## src/rtl/stream_mux_lock.sv

```systemverilog
// Packet-aware stream multiplexer: selection is locked from the first accepted beat to the last.
// Optional per-packet beat counter enabled by defining STREAM_MUX_LOCK_BEAT_CNT_EN.
module stream_mux_lock #(
  parameter type         DATA_T    = logic,
  parameter int unsigned N_INP     = 2,
  parameter bit          OUP_REG   = 1'b0,
  parameter int unsigned LOG_N_INP = (N_INP > 1) ? $clog2(N_INP) : 1
) (
  input  logic                 clk_i,
  input  logic                 rst_i,
  input  DATA_T [N_INP-1:0]    inp_data_i,
  input  logic  [N_INP-1:0]    inp_valid_i,
  input  logic  [N_INP-1:0]    inp_last_i,
  output logic  [N_INP-1:0]    inp_ready_o,
  input  logic  [LOG_N_INP-1:0] inp_sel_i,
  output DATA_T                oup_data_o,
  output logic                 oup_last_o,
  output logic                 oup_valid_o,
  input  logic                 oup_ready_i,
  output logic                 lock_o,
  output logic  [LOG_N_INP-1:0] sel_o
`ifdef STREAM_MUX_LOCK_BEAT_CNT_EN
  ,
  output logic  [15:0]         beat_cnt_o
`endif
);

  typedef enum logic {StIdle, StLocked} state_e;

  state_e               state_q, state_d;
  logic [LOG_N_INP-1:0] sel_q, sel_d;
  logic [LOG_N_INP-1:0] sel;
  logic                 sel_in_range;
  logic                 sel_valid;
  logic                 sel_last;
  DATA_T                sel_data;
  logic                 sel_ready;
  logic                 accept;

  // Effective select: the live request while idle, the captured one mid-packet.
  assign sel          = (state_q == StLocked) ? sel_q : inp_sel_i;
  assign sel_in_range = (32'(sel) < N_INP);
  assign sel_o        = sel;
  assign lock_o       = (state_q == StLocked);

  always_comb begin
    sel_valid = 1'b0;
    sel_last  = 1'b0;
    sel_data  = '0;
    if (sel_in_range) begin
      sel_valid = inp_valid_i[sel];
      sel_last  = inp_last_i[sel];
      sel_data  = inp_data_i[sel];
    end
  end

  always_comb begin
    inp_ready_o = '0;
    if (sel_in_range) begin
      inp_ready_o[sel] = sel_ready;
    end
  end

  assign accept = sel_in_range && sel_valid && sel_ready;

  // Lock follows input-side acceptance only, so the output stage never affects framing.
  always_comb begin
    state_d = state_q;
    sel_d   = sel_q;
    unique case (state_q)
      StIdle: begin
        if (accept && !sel_last) begin
          state_d = StLocked;
          sel_d   = inp_sel_i;
        end
      end
      StLocked: begin
        if (accept && sel_last) begin
          state_d = StIdle;
        end
      end
      default: state_d = StIdle;
    endcase
  end

  always_ff @(posedge clk_i) begin
    if (rst_i) begin
      state_q <= StIdle;
      sel_q   <= '0;
    end else begin
      state_q <= state_d;
      sel_q   <= sel_d;
    end
  end

  if (OUP_REG) begin : g_oup_reg
    DATA_T data_q;
    logic  last_q;
    logic  full_q;

    // Accepting while full is safe only when the held beat drains this same cycle.
    assign sel_ready = !full_q || oup_ready_i;

    always_ff @(posedge clk_i) begin
      if (rst_i) begin
        data_q <= '0;
        last_q <= 1'b0;
        full_q <= 1'b0;
      end else if (accept) begin
        data_q <= sel_data;
        last_q <= sel_last;
        full_q <= 1'b1;
      end else if (oup_ready_i) begin
        full_q <= 1'b0;
      end
    end

    assign oup_data_o  = data_q;
    assign oup_last_o  = last_q;
    assign oup_valid_o = full_q;
  end else begin : g_oup_comb
    assign sel_ready   = oup_ready_i;
    assign oup_data_o  = sel_data;
    assign oup_last_o  = sel_last;
    assign oup_valid_o = sel_valid;
  end

`ifdef STREAM_MUX_LOCK_BEAT_CNT_EN
  logic [15:0] beat_cnt_q, beat_cnt_d;

  always_comb begin
    beat_cnt_d = beat_cnt_q;
    if (accept) begin
      if (sel_last) begin
        beat_cnt_d = '0;
      end else if (beat_cnt_q != 16'hFFFF) begin
        beat_cnt_d = beat_cnt_q + 16'd1;
      end
    end
  end

  always_ff @(posedge clk_i) begin
    if (rst_i) begin
      beat_cnt_q <= '0;
    end else begin
      beat_cnt_q <= beat_cnt_d;
    end
  end

  assign beat_cnt_o = beat_cnt_q;
`endif

  ready_onehot0: assert property (@(posedge clk_i) $onehot0(inp_ready_o));

endmodule

```

## config.mk

```make
export PLATFORM = sky130hd
export DESIGN_NAME = stream_mux_lock
export DESIGN_NICKNAME = d
export VERILOG_FILES = /design/src/rtl/stream_mux_lock.sv
export SDC_FILE = /design/constraint.sdc
export NUM_CORES = 1
export LEC_CHECK = 0
export ABC_CLOCK_PERIOD_IN_PS = 4100
export CORE_AREA = 2 2 39 41
export DETAILED_ROUTE_END_ITERATION = 16
export DIE_AREA = 0 0 41 43
export PLACE_DENSITY_LB_ADDON = 0.15
export REMOVE_ABC_BUFFERS = 1
export SLEW_MARGIN = 20
export SYNTH_ARGS = -nofsm -noshare
export SYNTH_HDL_FRONTEND = slang
export SYNTH_SLANG_ARGS = --single-unit
```

## constraint.sdc

```tcl
create_clock -name clk_i -period 4.1 [get_ports clk_i]
set_clock_uncertainty 0.15 [all_clocks]
set_input_delay 1.23 -clock clk_i [delete_from_list [all_inputs] [get_ports clk_i]]
set_output_delay 1.23 -clock clk_i [all_outputs]
set_load 0.02 [all_outputs]
```

Word-level counts from Yosys, hierarchy flattened. Cells that the tools add are included.

$lt $le $gt $ge: 2. Muxes and demuxes: 12. Bitwise logic cells: 2. Reduce and logical (&&, ||, !) cells: 6.

Operators with widths (count): $mux 1 (10); $logic_and 1x1->1 (4); $and 2x2->2 (1); $lt 1x2->1 const B (1); $pmux 1 s2 (1); $reduce_and 2->1 (1); $demux 1 s1 (1); $ge 1x1->1 const B (1); $logic_not 1->1 (1); $not 1->1 (1).

Register bits: 2.

Depth between registers and ports, before layout. Gate-level depths: netlist of the first run.

Word-level depth: 7. Mapped depth: 4. Mapped depth without buffers: 4.

Least setup slack after synthesis of the first run. Ideal clock, no wire load.

Kind: in2out. Start: input port inp_sel_i. End: output port oup_data_o. Arrival time: 1.908 ns. Path slack: 0.812 ns. Cell stages on the path: 2. Path buffers: 0. Cells stage by stage: mux2i_4 > mux2_2.

Longest elaborated chain between the ends: 3.

Ends and longest elaborated chain: start, declared (line 15) `input logic [LOG_N_INP-1:0] inp_sel_i,`; $mux 1 (line 41) `assign sel = (state_q == StLocked) ? sel_q : inp_sel_i;`; $mux 1 (not written as such) (2 in series) (line 53) `sel_data = inp_data_i[sel];`; end, declared (line 16) `output DATA_T oup_data_o,`.

Every way passes these cells. The select of a mux whose other input is x is not followed.

Final worst setup path of the first run.
Start: input port inp_sel_i. End: output port inp_ready_o[1].

Longest elaborated chain between the ends: 6.

Ends and longest elaborated chain: $mux 1 * (line 41); $lt 1x2->1 (not written as such) / $ge 1x1->1 (equally long branches) (line 60) `inp_ready_o[sel] = sel_ready;`; $logic_and 1x1->1 (not written as such) (line 60); $mux 1 (not written as such) (line 60); $demux 1 s1 * (line 60); $and 2x2->2 (no source line) *; end, declared (line 14) `output logic [N_INP-1:0] inp_ready_o,`.

Every way passes the cells marked *; elsewhere a longest branch is shown, timed or not.

==> results of run 1 <==
## path summary, 6_finish.rpt
path	startpoint	to	slack (ns)	depth (start not counted)
hold / removal	sel_q$_SDFFE_PP0P_	sel_q$_SDFFE_PP0P_	0.50	3
setup reg to reg	flip-flop	sel_q$_SDFFE_PP0P_	2.26	6
setup / recovery	inp_sel_i	inp_ready_o[1]	0.07	5
hold reg to reg	sel_q$_SDFFE_PP0P_	sel_q$_SDFFE_PP0P_	0.50	3
## worst max-delay path, cell delays in order
cell             delay (ns)
clkdlybuf4s50_1        0.50
mux2i_4                0.23
buf_4                  0.17
and2b_2                0.20
dlygate4sd2_1          0.32
## timing repair
| action | in CTS | in global routing |
|---|---|---|
| setup buffers | 0 | 0 |
| gates resized for setup | 6 | 0 |
| setup endpoints to repair | 6 | 0 |
## Yosys cell counts
cell type,n,share of area (%)
nor2b_1,1,3.0
and2_2,1,3.6
nand2_1,6,11
mux2i_4,2,22
a41o_2,1,5.4
mux2i_1,1,4.8
mux2_4,1,7.2
mux2_2,1,5.4
a211oi_1,1,3.6
and2b_2,1,4.2
dfxtp_1,2,19
inv_1,3,5.4
a21oi_1,1,2.4
and2_1,1,3.0
## power breakdown
part           internal, mW  total [mW]  switching (mW)
logic                0.0257      0.0459          0.0201
clock network        0.0324      0.0442          0.0118
registers            0.0208      0.0225         0.00166
## final cells by class
class / instances / area [µm²]
clock buffers: 3 / 22.5
repair buffers: 18 / 168
multi-input cells: 18 / 156
fillers: 151 / 966
inverters: 3 / 11.3
well taps: 16 / 20.0
flip-flops and latches: 2 / 40.0
## metrics by stage
step | hold slack (ns) | area [µm²] | setup slack [ns] | cells
6_report | 0.504 | 418 | 0.0739 | 60
5_1_grt | 0.564 | 418 | 0.0114 | 60
4_1_cts | 0.507 | 418 | 0.0671 | 60
3_5_place_dp | 0.500 | 403 | -0.162 | 57
3_3_place_gp | 0.493 | 403 | -0.131 | 57
2_1_floorplan | 0.470 | 208 | 0.812 | 23
## layer usage
layer | global-route usage, % | vias to the layer above | wire length, µm
met1 | 8.28 | 107 | 197
li1 | - | 120 | -
met5 | 0 | - | 0
met3 | 0 | 0 | 18
met2 | 11.9 | 3 | 338
met4 | 10.0 | 0 | 0
## cell usage in the layout, fill, tap and decap left out
cell type	instances
clkdlybuf4s50_1	10
dlygate4sd2_1	6
a21oi_1	1
nor2b_1	1
a211oi_1	1
and2_1	1
clkbuf_4	3
and2_2	1
buf_4	2
a41o_2	1
inv_1	3
mux2_2	1
mux2i_1	1
mux2_4	1
and2b_2	1
mux2i_4	2
dfxtp_1	2
nand2_1	6
## logic make-up (layout without fill, tap and decap cells)
kind of cell,Yosys count,count (layout),synth area share [%]
and+or+nand+nor,10,10,24.7
AOI/OAI and AO/OA,3,3,11.4
buffers and inverters,3,24,5.42
muxes,5,5,39.2
DFF,2,2,19.3
==> results.py, run 1 <==
metrics = {
    "finish": {
        "drive_gt1_share_pct": 27.3,
        "diodes": 0,
        "layout-area-overhead-vs-synth_pct": 101,
        "postLayoutCoreUtil_pct": 30.2,
        "final_nets": 56,
    },
    "worst_setup_path": {
        "cp_max_fo": 5,
        "start_kind": "primary input",
        "critPathKind": "primary input to primary output",
        "end_kind": "primary output",
        "crit_required_ns": 2.72,
        "critPathArrivalTime_ns": 2.65,
    },
    "place": {
        "port_buffers": 16,
        "finalWeightedCongestion": 0.646,
    },
    "floorplan": {
        "fp.dieH_um": 43,
        "row_count": 14,
        "ios": 17,
        "die_x_um": 41,
        "fp.coreArea_um2": 1380,
        "initial_core_util_pct": 15.0,
        "die-area_um2": 1760,
    },
    "route": {
        "dr.first_iter.drc_count": 0,
        "drc": 0,
        "vias_per_cell": 3.83,
        "vias": 230,
        "ant_nets": 0,
        "wl_um": 554,
        "wl_per_cell_um": 9.23,
        "dr.pass1.iters": 1,
    },
    "sta": {
        "drv_slew": 0,
        "hold_viol_final": 0,
        "period_needed_ns": 4.03,
        "finalCritPeriodShare_pct": 98.2,
        "worstMarginPinSlew_ns": 0.293,
        "fin_setup_tns_ns": 0,
        "maxSlewHeadroom_pct": 80.3,
        "fmax_mhz": 248,
        "final-setup-viol-count": 0,
        "rsz0062_at_grt": "false",
    },
    "pwr": {
        "vdd_drop_max_v": 0.000148,
        "p_total_mw": 0.113,
        "leakage_nw": 0.191,
        "power_density_nw_per_um2": 269,
    },
    "grt": {
        "grtUsageTotal_pct": 7.91,
        "grt_pass1_vias": 234,
        "grt_max_degree": 6,
        "antenna_found_initial": 0,
        "grt-ovfl-total": 0,
        "grt_pass1_wl_um": 917,
    },
    "clock_network": {
        "clock_path_buffers": 2,
        "cts_hold_buf": 0,
        "clk_latency_ns": 0.23,
        "tritoncts": "yes",
        "ctsRootBufferMaster": "clkbuf_4",
        "h-tree-depth": 1,
        "numCtsBuffers": 3,
        "cts_num_sinks": 2,
        "clkSlewWorstSetupHoldPaths_ns": 0.03,
    },
    "synthesis": {
        "syn-cell-area_um2": 208,
        "synth.avg_cell_area_um2": 9.03,
        "yosysSeqAreaShare_pct": 19.3,
        "synthCells": 23,
        "yosysWarnings": 0,
        "synth.distinct_cells": 14,
        "synth_seq_cells": 2,
    },
    "min_path": {
        "worstHoldPathType": "flip-flop to flip-flop",
    },
    "job": {
        "max_cap_violations": 0,
    },
    "run_status": {
        "status": "finished clean",
    },
}
No activity file was read; power rests on OpenSTA's default activity.
==> run 2: changes to the inputs <==
--- a/config.mk
+++ b/config.mk
@@ -6,12 +6,13 @@
 export NUM_CORES = 1
 export LEC_CHECK = 0
 export ABC_CLOCK_PERIOD_IN_PS = 4100
+export CAP_MARGIN = 20
 export CORE_AREA = 2 2 39 41
 export DETAILED_ROUTE_END_ITERATION = 16
 export DIE_AREA = 0 0 41 43
 export PLACE_DENSITY_LB_ADDON = 0.15
 export REMOVE_ABC_BUFFERS = 1
-export SLEW_MARGIN = 20
+export SLEW_MARGIN = 40
 export SYNTH_ARGS = -nofsm -noshare
 export SYNTH_HDL_FRONTEND = slang
 export SYNTH_SLANG_ARGS = --single-unit
==> results of run 2 <==
The final DEF is identical to that of run 1; final timing and power are the same.
==> run 3: changes to the inputs <==
--- a/config.mk
+++ b/config.mk
@@ -12,6 +12,7 @@
 export DIE_AREA = 0 0 41 43
 export PLACE_DENSITY_LB_ADDON = 0.15
 export REMOVE_ABC_BUFFERS = 1
+export SETUP_SLACK_MARGIN = 0.05
 export SLEW_MARGIN = 40
 export SYNTH_ARGS = -nofsm -noshare
 export SYNTH_HDL_FRONTEND = slang
==> run 3 against run 2 <==
Compared with the run above: first-iteration DRC count rose by 6; setup slack improved by 0.34 ns; via count did not move; utilization rose by 0.18 points; sequential power barely moved; clock power barely moved; sequential share of layout area fell by 0.057 points; non-clock buffer count did not move; wire length rose by 0.72%; cell area rose by 0.60%.
==> results.py, run 3 (synthesis gave the netlist of run 1 again) <==
metrics = {
    "route": {
        "vias_per_cell": 3.83,
        "drc": 0,
        "wl_um": 558,
        "ant_nets": 0,
        "dr.first_iter.drc_count": 6,
        "wl_per_cell_um": 9.30,
        "vias": 230,
        "dr.pass1.iters": 2,
    },
    "grt": {
        "antenna_found_initial": 0,
        "grtUsageTotal_pct": 7.91,
        "grt_max_degree": 6,
        "grt_pass1_wl_um": 917,
        "grt-ovfl-total": 0,
        "grt_pass1_vias": 234,
    },
    "worst_setup_path": {
        "slowest_delay_ns": 0.32,
        "end_kind": "primary output",
        "cp_slowest_cell": "dlygate4sd2_1",
        "critPathArrivalTime_ns": 2.31,
        "crit_chain": "dlymetal6s2s_1 -> mux2i_4 -> buf_4 -> and2b_2 -> dlygate4sd2_1",
        "cp_max_fo": 5,
        "critPathKind": "primary input to primary output",
        "start_kind": "primary input",
        "crit_required_ns": 2.72,
        "r2r_setup_slack_ns": 2.26,
    },
    "floorplan": {
        "fp.dieH_um": 43,
        "fp.coreArea_um2": 1380,
        "ios": 17,
        "row_count": 14,
        "die-area_um2": 1760,
        "initial_core_util_pct": 15.0,
        "die_x_um": 41,
    },
    "place": {
        "dp_slack_ns": -0.162,
        "placed_area_um2": 403,
        "port_buffers": 16,
        "finalWeightedCongestion": 0.646,
        "placed_cells": 57,
    },
    "pwr": {
        "vdd_drop_max_v": 0.000148,
        "leakage_nw": 0.201,
        "p_total_mw": 0.112,
        "power_density_nw_per_um2": 267,
    },
    "clock_network": {
        "clock_path_buffers": 2,
        "h-tree-depth": 1,
        "ctsRootBufferMaster": "clkbuf_4",
        "tritoncts": "yes",
        "cts_num_sinks": 2,
        "post_cts_buffers": 0,
        "clk_latency_ns": 0.23,
        "numCtsBuffers": 3,
        "clkSlewWorstSetupHoldPaths_ns": 0.03,
    },
    "finish": {
        "fillers": 150,
        "final_cell_mix": "clkdlybuf4s50_1 (9), nand2_1 (6), dlygate4sd2_1 (6), inv_1 (3), clkbuf_4 (3)",
        "diodes": 0,
        "layout-area-overhead-vs-synth_pct": 102,
        "layout_commonest_cell": "clkdlybuf4s50_1",
        "drive_gt1_share_pct": 27.3,
        "fin_cells": 60,
        "final_cell_area_um2": 420,
        "final_nets": 56,
    },
    "sta": {
        "hold_viol_final": 0,
        "final-setup-viol-count": 0,
        "maxSlewHeadroom_pct": 80.3,
        "finalCritPeriodShare_pct": 89.9,
        "rsz0062_at_grt": "false",
        "fin_ws_ns": 0.415,
        "fin_setup_tns_ns": 0,
        "worstMarginPinSlew_ns": 0.293,
        "period_needed_ns": 3.69,
        "fmax_mhz": 271,
        "drv_slew": 0,
    },
    "job": {
        "max_cap_violations": 0,
    },
    "run_status": {
        "status": "finished clean",
    },
    "min_path": {
        "worstHoldPathType": "flip-flop to flip-flop",
    },
}
run 3: changes by cell type in the layout (fill, tap and decap cells not counted):
cell	previous run	this run
clkdlybuf4s50_1	10	9
dlymetal6s2s_1	0	1
run 3: path summary, 6_finish.rpt:
check,start,end,cells past startpoint
worst max-delay path,inp_sel_i,inp_ready_o[1],5
worst min-delay path,sel_q$_SDFFE_PP0P_,sel_q$_SDFFE_PP0P_,3
worst max register to register,flip-flop,sel_q$_SDFFE_PP0P_,6
worst min register to register,sel_q$_SDFFE_PP0P_,sel_q$_SDFFE_PP0P_,3
run 3: power breakdown:
group / total [mW] / switching [mW] / leakage [nW] / internal (mW)
combinational: 0.0458 / 0.0202 / 0.170 / 0.0256
clock: 0.0442 / 0.0118 / 0.0138 / 0.0324
sequential: 0.0225 / 0.00167 / 0.0163 / 0.0208
total: 0.112 / 0.0336 / 0.201 / 0.0788
run 3: stage by stage:
| step | hold slack, ns | util [%] |
|---|---|---|
| floorplan | 0.470 | - |
| global placement | 0.493 | 29.1 |
| detailed placement | 0.500 | 29.1 |
| CTS | 0.507 | 30.2 |
| global route | 0.564 | 30.4 |
| finish | 0.507 | 30.4 |
run 3: final cells by class:
class                           count  area, µm²  area share (%)
Sequential cell                     2       40.0            9.52
Multi-Input combinational cell     18        156            37.2
Timing Repair Buffer               18        170            40.5
Clock buffer                        3       22.5            5.36
Tap cell                           16       20.0            4.76
Inverter                            3       11.3            2.68
run 3: critical path, delay by kind of cell:
family,cells,cell delay [ns]
mux,1,0.21
simple gates,1,0.20
buf+inv,3,0.67
run 3: routing by layer:
layer / track usage [%] / share of wire, %
met1: 8.28 / 36
met2: 11.9 / 61
met3: 0 / 3.2
met4: 10.0 / 0
met5: 0 / 0
run 3: repair_timing:
item / 4_1_cts / 5_1_grt
pin swaps: 0 / 0
hold buffers: 0 / 0
gates resized for setup: 6 / 1
endpoints found under the setup margin: 6 / 2
